<file path="src/rtl/divisorclock_multi_if.sv">
// divisorclock_multi_if: control/status bundle for the multi-channel divider.
//   En          per-channel enable
//   Load        one-cycle shadow write strobe
//   Load_ch     channel addressed by Load (writes to channels >= N are dropped)
//   Load_period new period in Clk_in cycles
//   Load_high   new high time in Clk_in cycles
//   Clk_out     registered divided clocks
//   Tick        one-cycle pulse per channel on each period wrap
//   Pending     channel holds a shadow value not yet applied
// master drives the control side, slave is the divider.
interface divisorclock_multi_if #(
  parameter int N   = 4,
  parameter int W   = 32,
  parameter int CHW = (N > 1) ? $clog2(N) : 1
);
  logic [N-1:0]   En;
  logic           Load;
  logic [CHW-1:0] Load_ch;
  logic [W-1:0]   Load_period;
  logic [W-1:0]   Load_high;
  logic [N-1:0]   Clk_out;
  logic [N-1:0]   Tick;
  logic [N-1:0]   Pending;

  modport master (
    output En, Load, Load_ch, Load_period, Load_high,
    input  Clk_out, Tick, Pending
  );

  modport slave (
    input  En, Load, Load_ch, Load_period, Load_high,
    output Clk_out, Tick, Pending
  );
endinterface

</file>
<file path="src/rtl/divisorclock_multi.sv">
// divisorclock_multi: N independent programmable clock dividers.
// Each channel counts 0..P-1, drives Clk_out high for the first min(H,P)
// cycles of every period and pulses Tick on the wrap edge. New P/H values
// land in a shadow register and are applied only at a wrap or while the
// channel is idle, so a running output never glitches mid-period.
// Ports:
//   Clk_in  system clock, rising edge
//   Rst     asynchronous active-high reset
//   bus     divisorclock_multi_if.slave (enables, load bus, outputs)

// One divider channel.
module divisorclock_ch #(
  parameter int             W          = 32,
  parameter logic [W-1:0]   DEF_PERIOD = W'(50000000),
  parameter logic [W-1:0]   DEF_HIGH   = W'(25000000)
) (
  input  logic         Clk_in,
  input  logic         Rst,
  input  logic         en,
  input  logic         wr,
  input  logic [W-1:0] wr_period,
  input  logic [W-1:0] wr_high,
  output logic         clk_out,
  output logic         tick,
  output logic         pending
);
  logic [W-1:0] cnt, act_p, act_h, sh_p, sh_h;
  logic [W-1:0] cnt_nx, h_nx;
  logic         running, wrap, apply;

  always_comb begin
    running = en && (act_p != '0);
    wrap    = running && (cnt == act_p - W'(1));
    // Apply only where the count is back at zero: a wrap, or any idle edge.
    apply   = pending && (!running || wrap);
    h_nx    = apply ? sh_h : act_h;
    cnt_nx  = (running && !wrap) ? cnt + W'(1) : '0;
  end

  always_ff @(posedge Clk_in or posedge Rst) begin
    if (Rst) begin
      cnt     <= '0;
      act_p   <= DEF_PERIOD;
      act_h   <= DEF_HIGH;
      sh_p    <= DEF_PERIOD;
      sh_h    <= DEF_HIGH;
      clk_out <= 1'b0;
      tick    <= 1'b0;
      pending <= 1'b0;
    end else begin
      cnt     <= cnt_nx;
      tick    <= wrap;
      clk_out <= running && (cnt_nx < h_nx);
      if (apply) begin
        act_p <= sh_p;
        act_h <= sh_h;
      end
      // A write coinciding with an apply still lands: the apply took the
      // old shadow contents, the new ones wait for the next boundary.
      if (wr) begin
        sh_p    <= wr_period;
        sh_h    <= wr_high;
        pending <= 1'b1;
      end else if (apply) begin
        pending <= 1'b0;
      end
    end
  end
endmodule

module divisorclock_multi #(
  parameter int           N          = 4,
  parameter int           W          = 32,
  parameter logic [W-1:0] DEF_PERIOD = W'(50000000),
  parameter logic [W-1:0] DEF_HIGH   = W'(25000000)
) (
  input  logic                  Clk_in,
  input  logic                  Rst,
  divisorclock_multi_if.slave   bus
);
  localparam int CHW = (N > 1) ? $clog2(N) : 1;

  logic [N-1:0] clk_v, tick_v, pend_v;

  // Decode compares against in-range indices only, so Load_ch >= N
  // matches no channel and the write is dropped.
  for (genvar i = 0; i < N; i++) begin : g_ch
    divisorclock_ch #(
      .W          (W),
      .DEF_PERIOD (DEF_PERIOD),
      .DEF_HIGH   (DEF_HIGH)
    ) u_ch (
      .Clk_in    (Clk_in),
      .Rst       (Rst),
      .en        (bus.En[i]),
      .wr        (bus.Load && (bus.Load_ch == CHW'(i))),
      .wr_period (bus.Load_period),
      .wr_high   (bus.Load_high),
      .clk_out   (clk_v[i]),
      .tick      (tick_v[i]),
      .pending   (pend_v[i])
    );
  end

  assign bus.Clk_out = clk_v;
  assign bus.Tick    = tick_v;
  assign bus.Pending = pend_v;
endmodule

</file>
<file path="src/flat_wrapper.sv">
// flat-port wrapper written by rule: the top's interface ports become plain ports
module divisorclock_multi_flat 
#(
  parameter int           N          = 4,
  parameter int           W          = 32,
  parameter logic [W-1:0] DEF_PERIOD = W'(50000000),
  parameter logic [W-1:0] DEF_HIGH   = W'(25000000)
)
  (Clk_in, Rst, bus_En, bus_Load, bus_Load_ch, bus_Load_period, bus_Load_high, bus_Clk_out, bus_Tick, bus_Pending);
  divisorclock_multi_if #(.N(N), .W(W)) bus_i ();
  input  logic Clk_in;
  input  logic Rst;
  input wire logic [$bits(bus_i.En)-1:0] bus_En;
  input wire logic [$bits(bus_i.Load)-1:0] bus_Load;
  input wire logic [$bits(bus_i.Load_ch)-1:0] bus_Load_ch;
  input wire logic [$bits(bus_i.Load_period)-1:0] bus_Load_period;
  input wire logic [$bits(bus_i.Load_high)-1:0] bus_Load_high;
  output wire logic [$bits(bus_i.Clk_out)-1:0] bus_Clk_out;
  output wire logic [$bits(bus_i.Tick)-1:0] bus_Tick;
  output wire logic [$bits(bus_i.Pending)-1:0] bus_Pending;
  assign bus_i.En = bus_En;
  assign bus_i.Load = bus_Load;
  assign bus_i.Load_ch = bus_Load_ch;
  assign bus_i.Load_period = bus_Load_period;
  assign bus_i.Load_high = bus_Load_high;
  assign bus_Clk_out = bus_i.Clk_out;
  assign bus_Tick = bus_i.Tick;
  assign bus_Pending = bus_i.Pending;
  divisorclock_multi #(.N(N), .W(W), .DEF_PERIOD(DEF_PERIOD), .DEF_HIGH(DEF_HIGH)) u_core (.Clk_in(Clk_in), .Rst(Rst), .bus(bus_i));
endmodule
</file>
<file path="config.mk">
export PLATFORM = sky130hd
export DESIGN_NAME = divisorclock_multi_flat
export DESIGN_NICKNAME = d
export VERILOG_FILES = /design/src/rtl/divisorclock_multi_if.sv /design/src/rtl/divisorclock_multi.sv /design/src/flat_wrapper.sv
export SDC_FILE = /design/constraint.sdc
export NUM_CORES = 2
export LEC_CHECK = 0
export ABC_CLOCK_PERIOD_IN_PS = 5700
export BUFFER_PORTS_ARGS = -buffer_cell sky130_fd_sc_hd__buf_2
export CORE_MARGIN = 10
export CORE_UTILIZATION = 27
export CTS_CLUSTER_DIAMETER = 30
export DETAILED_ROUTE_END_ITERATION = 7
export GPL_TIMING_DRIVEN = 0
export PLACE_DENSITY = 0.42
export SLEW_MARGIN = 10
export SYNTH_ARGS = -nofsm -noshare
export SYNTH_HDL_FRONTEND = slang
export SYNTH_HIERARCHICAL = 1
export SYNTH_SLANG_ARGS = --single-unit
</file>
<file path="constraint.sdc">
create_clock -name Clk_in -period 5.7 [get_ports Clk_in]
set_input_delay 0.285 -clock Clk_in [delete_from_list [all_inputs] [get_ports Clk_in]]
set_output_delay 0.285 -clock Clk_in [all_outputs]
set_load 0.05 [all_outputs]
</file>
; ---- After elaboration in Yosys (flattened, before gate mapping)
; Cells that the tools add are included.
[totals]
register_bits = 652
inputBits = 73
[classes]
n_addsub = 8
order_cmp = 4
eq_ne = 7
n_mux = 16
n_reduce_logical = 45
[ops]
columns = op, count
row1 = $mux 32, 8
row2 = $add 32x1->32 const B, 4
row3 = $eq 32x32->1, 4
row4 = $lt 32x32->1, 4
row5 = $reduce_bool 32->1, 4
row6 = $sub 32x1->32 const B, 4
row7 = $logic_and 1x1->1, 24
row8 = $logic_not 1->1, 8
row9 = $mux 1, 8
row10 = $reduce_bool 2->1, 4
row11 = $eq 2x2->1 const B, 2
row12 = $logic_or 1x1->1, 4
row13 = $eq 2x1->1 const B, 1
row14 = $logic_not 2->1, 1

; ---- Depth between registers and ports, before layout
[logic_depth]
word_depth = 8
mapped_depth = 25
depth_no_buf = 21

; ---- Cells and area by module
; Netlist, hierarchy kept.
[by_module_without_submodules]
columns = mod, instances, cells_per_inst, area_per_inst_um2
row1 = divisorclock_ch (u_core.g_ch[1].u_ch ...), 2, 738, 8789.7
row2 = divisorclock_ch (u_core.g_ch[3].u_ch), 1, 739, 8892.3
row3 = divisorclock_ch (u_core.g_ch[0].u_ch), 1, 741, 8688.3
row4 = divisorclock_multi, 1, 4, 37.5

; ---- Least setup slack after synthesis
; Ideal clock, no wire load.
[synth_timing]
kind = register to register
start = register u_core.g_ch[3].u_ch.act_p[0]
end = register u_core.g_ch[3].u_ch.clk_out
setup_time_ns = 0.088
arrival_time_ns = 4.768
setup_slack_ns = 0.844
stages_incl_launch_ff = 25
n_path_buf = 3
period_less_slack_ns = 4.856
path_cell_list = dfrtp_1 -> inv_1 -> ha_1 -> nor3b_2 -> nand3_2 -> or4_1 -> o211ai_1 -> nor4_1 -> and4bb_1 -> a21oi_2 -> nand2b_1 -> buf_2 -> buf_6 -> buf_4 -> mux2i_1 -> ha_1 -> a21o_1 -> a21o_1 -> a21o_1 -> a21o_1 -> a21o_1 -> a31oi_1 -> o31ai_1 -> a211o_1 -> a41oi_1
[synth_between]
elab_chain_len = 8
word_cells_on_any_way = 14
classes_between = add/sub: 1 / order compare: 1 / eq/ne: 1 / mux: 2 / reduce/logical: 9
[synth_lines]
columns = element, line
row1 = start: declaration, divisorclock_multi.sv:27  ; logic [W-1:0] cnt, act_p, act_h, sh_p, sh_h;
row2 = start signal: assignment, divisorclock_multi.sv:55  ; act_p <= sh_p;
row3 = $sub 32x1->32 / $reduce_bool 32->1 (equally long branches), "divisorclock_multi.sv:33, divisorclock_multi.sv:32"
row4 = $eq 32x32->1 / $logic_and 1x1->1 (equally long branches), "divisorclock_multi.sv:33, divisorclock_multi.sv:32"
row5 = $logic_and 1x1->1 / $logic_not 1->1 (equally long branches), "divisorclock_multi.sv:33, divisorclock_multi.sv:35"
row6 = $logic_not 1->1 / $logic_or 1x1->1 (equally long branches), "divisorclock_multi.sv:37, divisorclock_multi.sv:35"
row7 = "$logic_and 1x1->1, on equally long branches", "divisorclock_multi.sv:37, divisorclock_multi.sv:35"
row8 = "$mux 32, on equally long branches", n/a
row9 = $lt 32x32->1, divisorclock_multi.sv:53  ; clk_out <= running && (cnt_nx < h_nx);
row10 = $logic_and 1x1->1 (*), divisorclock_multi.sv:53
row11 = end signal: assignment, divisorclock_multi.sv:53
row12 = end: declaration, divisorclock_multi.sv:23  ; output logic clk_out,
; Mark *: on every way between the ends. The rest lies on a longest branch, timed or not.
; A chain may end at the register's enable or synchronous reset.

; ---- Worst setup path after layout
[layout_timing]
start = register u_core.g_ch[0].u_ch.act_p[1]
end = register u_core.g_ch[0].u_ch.clk_out
[layout_between]
elab_chain_len = 8
word_cells_on_any_way = 14
classes_between = add/sub: 1 / order compare: 1 / eq/ne: 1 / mux: 2 / reduce/logical: 9
[layout_lines]
columns = element, line
row1 = start: declaration, divisorclock_multi.sv:27
row2 = start signal: assignment, divisorclock_multi.sv:55
row3 = $sub 32x1->32 / $reduce_bool 32->1 (equally long branches), "divisorclock_multi.sv:33, divisorclock_multi.sv:32"
row4 = $eq 32x32->1 / $logic_and 1x1->1 (equally long branches), "divisorclock_multi.sv:33, divisorclock_multi.sv:32"
row5 = $logic_and 1x1->1, divisorclock_multi.sv:33  ; wrap = running && (cnt == act_p - W'(1));
row6 = $logic_not 1->1, divisorclock_multi.sv:37  ; cnt_nx = (running && !wrap) ? cnt + W'(1) : '0;
row7 = $logic_and 1x1->1 (*), divisorclock_multi.sv:37
row8 = $mux 32 (*), divisorclock_multi.sv:37
row9 = via u_core.g_ch[0].u_ch.cnt_nx[25], divisorclock_multi.sv:28  ; logic [W-1:0] cnt_nx, h_nx;
row10 = $lt 32x32->1 (*), divisorclock_multi.sv:53
row11 = $logic_and 1x1->1 (*), divisorclock_multi.sv:53
row12 = end signal: assignment, divisorclock_multi.sv:53
row13 = end: declaration, divisorclock_multi.sv:23
; Mark *: on every way through the listed nets, which the timed path passes. The rest lies on a longest branch.

==> flow_summary_export.csv <==
group,metric,value,unit
global_route,grt_pass1_wl,171500,um
drt,drtIter0Drc,1435,
drt,vias_per_cell,4.777,
cts,clockBufferDepth,3,
synth,avgSynthCellArea,11.89,um2
power_and_ir_drop,ir_drop,0.2886,mV
worst_setup_path,critPathTopFamily,"simple AND/OR/NAND/NOR gates",
synth,ys_async_sr_fraction,100.0,%
cts,htree_num_levels,4,
worst_setup_path,critPathMaxFanout,10,
worst_setup_path,required,6.33,ns
synth,netlist_top_cells_area,"dfrtp_1, dfstp_2, mux2_2, ha_1, mux2i_1",
placement,placed_cell_area,0.03794,mm2
synth,ys.flop_type,"dfrtp_1",
worst_setup_path,cp_slowest_cell,"or4b_1",
synth,yosysTopAreaCell,"dfrtp_1",
cts,cts_tree,"yes",
sta,hold_viol,0,
power_and_ir_drop,finalPower,21570,uW
cells_and_area,final_nets,3465,
min_path,worstHoldStart,"bus_Load_high[5]",
placement,io_buffers,84,
sta,fin_skew,0.01924,ns
global_route,busiest_layer,"met2",
drt,firstDrtPassIters,5,
synth,synthDistinctLibCells,80,
status,status,"complete, no violations",
global_route,antenna_found_initial,41,
synth,syn_inst,2960,
global_route,track_usage,15.76,%
cts,cts_root_buf,"clkbuf_16",
power_and_ir_drop,power_leakage,0.01970,uW
global_route,grt_use_met2,24.82,%
worst_setup_path,end_kind,"register",
floorplanning,core,0.1295,mm2
synth,yosysWarnings,6,
sta,worst_slew_pin_slew,1.118,ns
sta,slew_viol_final,0,
floorplanning,die_h,381.1,um
drt,drc,0,
sta,relSlewSlack,25.50,%
cells_and_area,multiInputGateArea,0.01839,mm2
cts,cts_buffers,172,
synth,synth.net_count,3169,
worst_setup_path,critical_path_arrival,6.04,ns
drt,wl_per_cell,22.56,um
sta,min_period,5.409,ns
worst_setup_path,r2r-end,"u_core/g_ch[0].u_ch/clk_out$_DFF_PP0_",
worst_setup_path,startpoint_type,"register",
cells_and_area,fillCellCount,12946,
placement,dp_hpwl,81130,um
global_route,grt_pass1_vias,25359,
floorplanning,die_area,0.1452,mm2
worst_setup_path,crit_buf_inv,3,
worst_setup_path,rr_worst_depth,21,
worst_setup_path,crit_type,"reg2reg",
min_path,hold_path.class,"in2reg",
global_route,gr-usage-met1,21.65,%
worst_setup_path,crit_chain,"inv_1, ha_1, clkbuf_4, or4b_1, or3_1, a22oi_2, nand4_1, nor4_2, nand4b_1, o21ai_4, clkbuf_2, nor2_1, ha_1, nand4_1, nor2_1, nand4_1, or3_1, nor2_1, nand3_1, a31oi_1, a21oi_2",
floorplanning,start_util,27.18,%
placement,gp_congestion,0.8343,
cells_and_area,regArea,0.01656,mm2
floorplanning,die_w,381.1,um
synth,yosysTopAreaCellShare,32.70,%
drt,postRouteWirelength,116400,um
power_and_ir_drop,power.density,479.1,mW/mm2
global_route,use_met3,2.831,%
synth,ys_seq_elements,652,
cts,insertion_delay,0.76,ns
cts,clk_pin_slew,0.05,ns
sta,finalSetupViolations,0,
floorplanning,rows,132,
synth,ys_top_cells_by_count,"dfrtp_1, mux2_2, nor2_1",
synth,synth_most_common_cell,"dfrtp_1",
floorplanning,ios,85,
cells_and_area,stdcell_area,0.04502,mm2
drt,vias,24642,
min_path,hold_path_depth,2,
cts,cts.sinks,652,
cells_and_area,area_growth,27.89,%
cells_and_area,layout-drive-gt1-share,34.55,%
global_route,grt_max_degree,105,
global_route,overflow,0,
synth,synth_edf_count,0,
sta,timing.final.crit_share,94.89,%
min_path,hold_end,"u_core/g_ch[2].u_ch/sh_h[5]$_DFFE_PP0P_",
synth,synth_area,0.03520,mm2
sta,fmax,0.1849,GHz
synth,synth-seq-area-share,47.04,%
drt,antenna_left,0,
worst_setup_path,rrSetupSlack,0.29,ns
flow_run,cap_violations,0,
worst_setup_path,cp_slowest_stage_delay,0.48,ns
worst_setup_path,worst_r2r_startpoint,"u_core/g_ch[0].u_ch/act_p[1]$_DFFE_PP0N_",
-- logic make-up after synthesis --
| family | share of synthesized area [%] |
|---|---|
| simple gates | 13.17 |
| flops | 47.04 |
| mux | 20.89 |
| compound gates | 5.371 |
| xor+xnor | 6.719 |
| buf+inv | 1.984 |
| fa+ha+maj | 4.835 |
-- worst max-delay path by stage --
stage	depth (start not counted)	from	end	slack, ns
after floorplan	24	u_core/g_ch[3].u_ch/act_p[0]$_DFFE_PP0N_	u_core/g_ch[3].u_ch/clk_out$_DFF_PP0_	0.84
after global placement	2	Rst	u_core/g_ch[1].u_ch/sh_h[3]$_DFFE_PP0P_	-1.47
after detailed placement	23	u_core/g_ch[1].u_ch/act_p[0]$_DFFE_PP0N_	u_core/g_ch[1].u_ch/clk_out$_DFF_PP0_	-0.58
after CTS	20	u_core/g_ch[3].u_ch/act_p[12]$_DFFE_PP1N_	u_core/g_ch[3].u_ch/clk_out$_DFF_PP0_	0.004
after global routing	21	u_core/g_ch[1].u_ch/act_p[8]$_DFFE_PP0N_	u_core/g_ch[1].u_ch/clk_out$_DFF_PP0_	-0.002
final	21	u_core/g_ch[0].u_ch/act_p[1]$_DFFE_PP0N_	u_core/g_ch[0].u_ch/clk_out$_DFF_PP0_	0.29
-- power by group --
| part | internal, uW | switching, uW |
|---|---|---|
| Sequential | 6010 | 1120 |
| Combinational | 2050 | 2060 |
| Clock | 7310 | 3010 |
-- metal layers --
metal,up-vias,routed length (um)
met5,-,0
met4,0,2984
met2,517,52940
met1,12398,55670
li1,11553,-
met3,174,4794
-- worst register-to-register path: cells and delay by family (launching register included) --
kind	cells	cell delay, ns
AND/OR/NAND/NOR	12	2.92
AO/OA/AOI/OAI	4	0.79
buffers and inverters	3	0.65
adder cells (fa/ha/maj)	2	0.47
flip-flops	1	0.44
-- timing repair --
action | 4_1_cts | 5_1_grt
resized for setup | 44 | 76
pin swaps | 9 | 11
endpoints found under the setup margin | 4 | 4
hold buffers | 8 | 1
hold endpoints to repair | 191 | 2
setup buffers | 8 | 24
-- area by class of cell --
type                            instances  area share (%)
Buffer                                110           1.395
Clock buffer                          235           10.76
Timing Repair Buffer                  129           1.912
Antenna cell                           10         0.05559
Sequential cell                       652           36.79
Inverter                               32          0.3335
Clock inverter                         90           3.066
Tap cell                             1742           4.842
Multi-Input combinational cell       2159           40.85
-- placed cells by master, fill, tap and decap left out, types with 17 or more instances in the layout --
| master | instances |
|---|---|
| a211oi_1 | 17 |
| a21o_1 | 47 |
| a21oi_1 | 52 |
| a31oi_1 | 21 |
| and2_1 | 38 |
| and3_1 | 55 |
| and4_1 | 25 |
| buf_2 | 114 |
| buf_4 | 37 |
| bufinv_16 | 31 |
| clkbuf_1 | 81 |
| clkbuf_16 | 174 |
| clkbuf_8 | 26 |
| clkinv_2 | 32 |
| dfrtp_1 | 456 |
| dfstp_2 | 192 |
| ha_1 | 134 |
| inv_1 | 28 |
| mux2_1 | 101 |
| mux2_2 | 355 |
| mux2_4 | 57 |
| mux2i_1 | 132 |
| nand2_1 | 98 |
| nand2b_1 | 19 |
| nand3_1 | 81 |
| nand4_1 | 70 |
| nor2_1 | 195 |
| nor2b_1 | 21 |
| nor3_1 | 45 |
| nor4_1 | 31 |
| nor4_2 | 19 |
| o211ai_1 | 19 |
| o21ai_0 | 42 |
| xnor2_1 | 143 |
| xor2_1 | 127 |
-- registers in the layout, indices dropped and copies added, names as in the netlist --
name                      count
u_core/g_ch.u_ch/sh_p       128
u_core/g_ch.u_ch/pending      4
u_core/g_ch.u_ch/act_h      128
u_core/g_ch.u_ch/cnt        128
u_core/g_ch.u_ch/clk_out      4
u_core/g_ch.u_ch/sh_h       128
u_core/g_ch.u_ch/act_p      128
u_core/g_ch.u_ch/tick         4
-- through the flow --
stage / setup TNS, ns / utilization, % / hold WS [ns] / setup WS, ns / std cells
floorplan: 0 / - / 0.4260 / 0.8439 / 2960
global placement: -649.88 / 29.19 / 0.4600 / -1.469 / 4786
detailed placement: -2.001 / 29.30 / 0.4692 / -0.5760 / 4790
CTS: 0 / 34.38 / 0.001345 / 0.003635 / 5130
global route: -0.001556 / 34.75 / 0.02419 / -0.001556 / 5149
finish: 0 / 34.77 / 0.03722 / 0.2912 / 5159
Note: power is estimated with default switching activity, not from simulation.
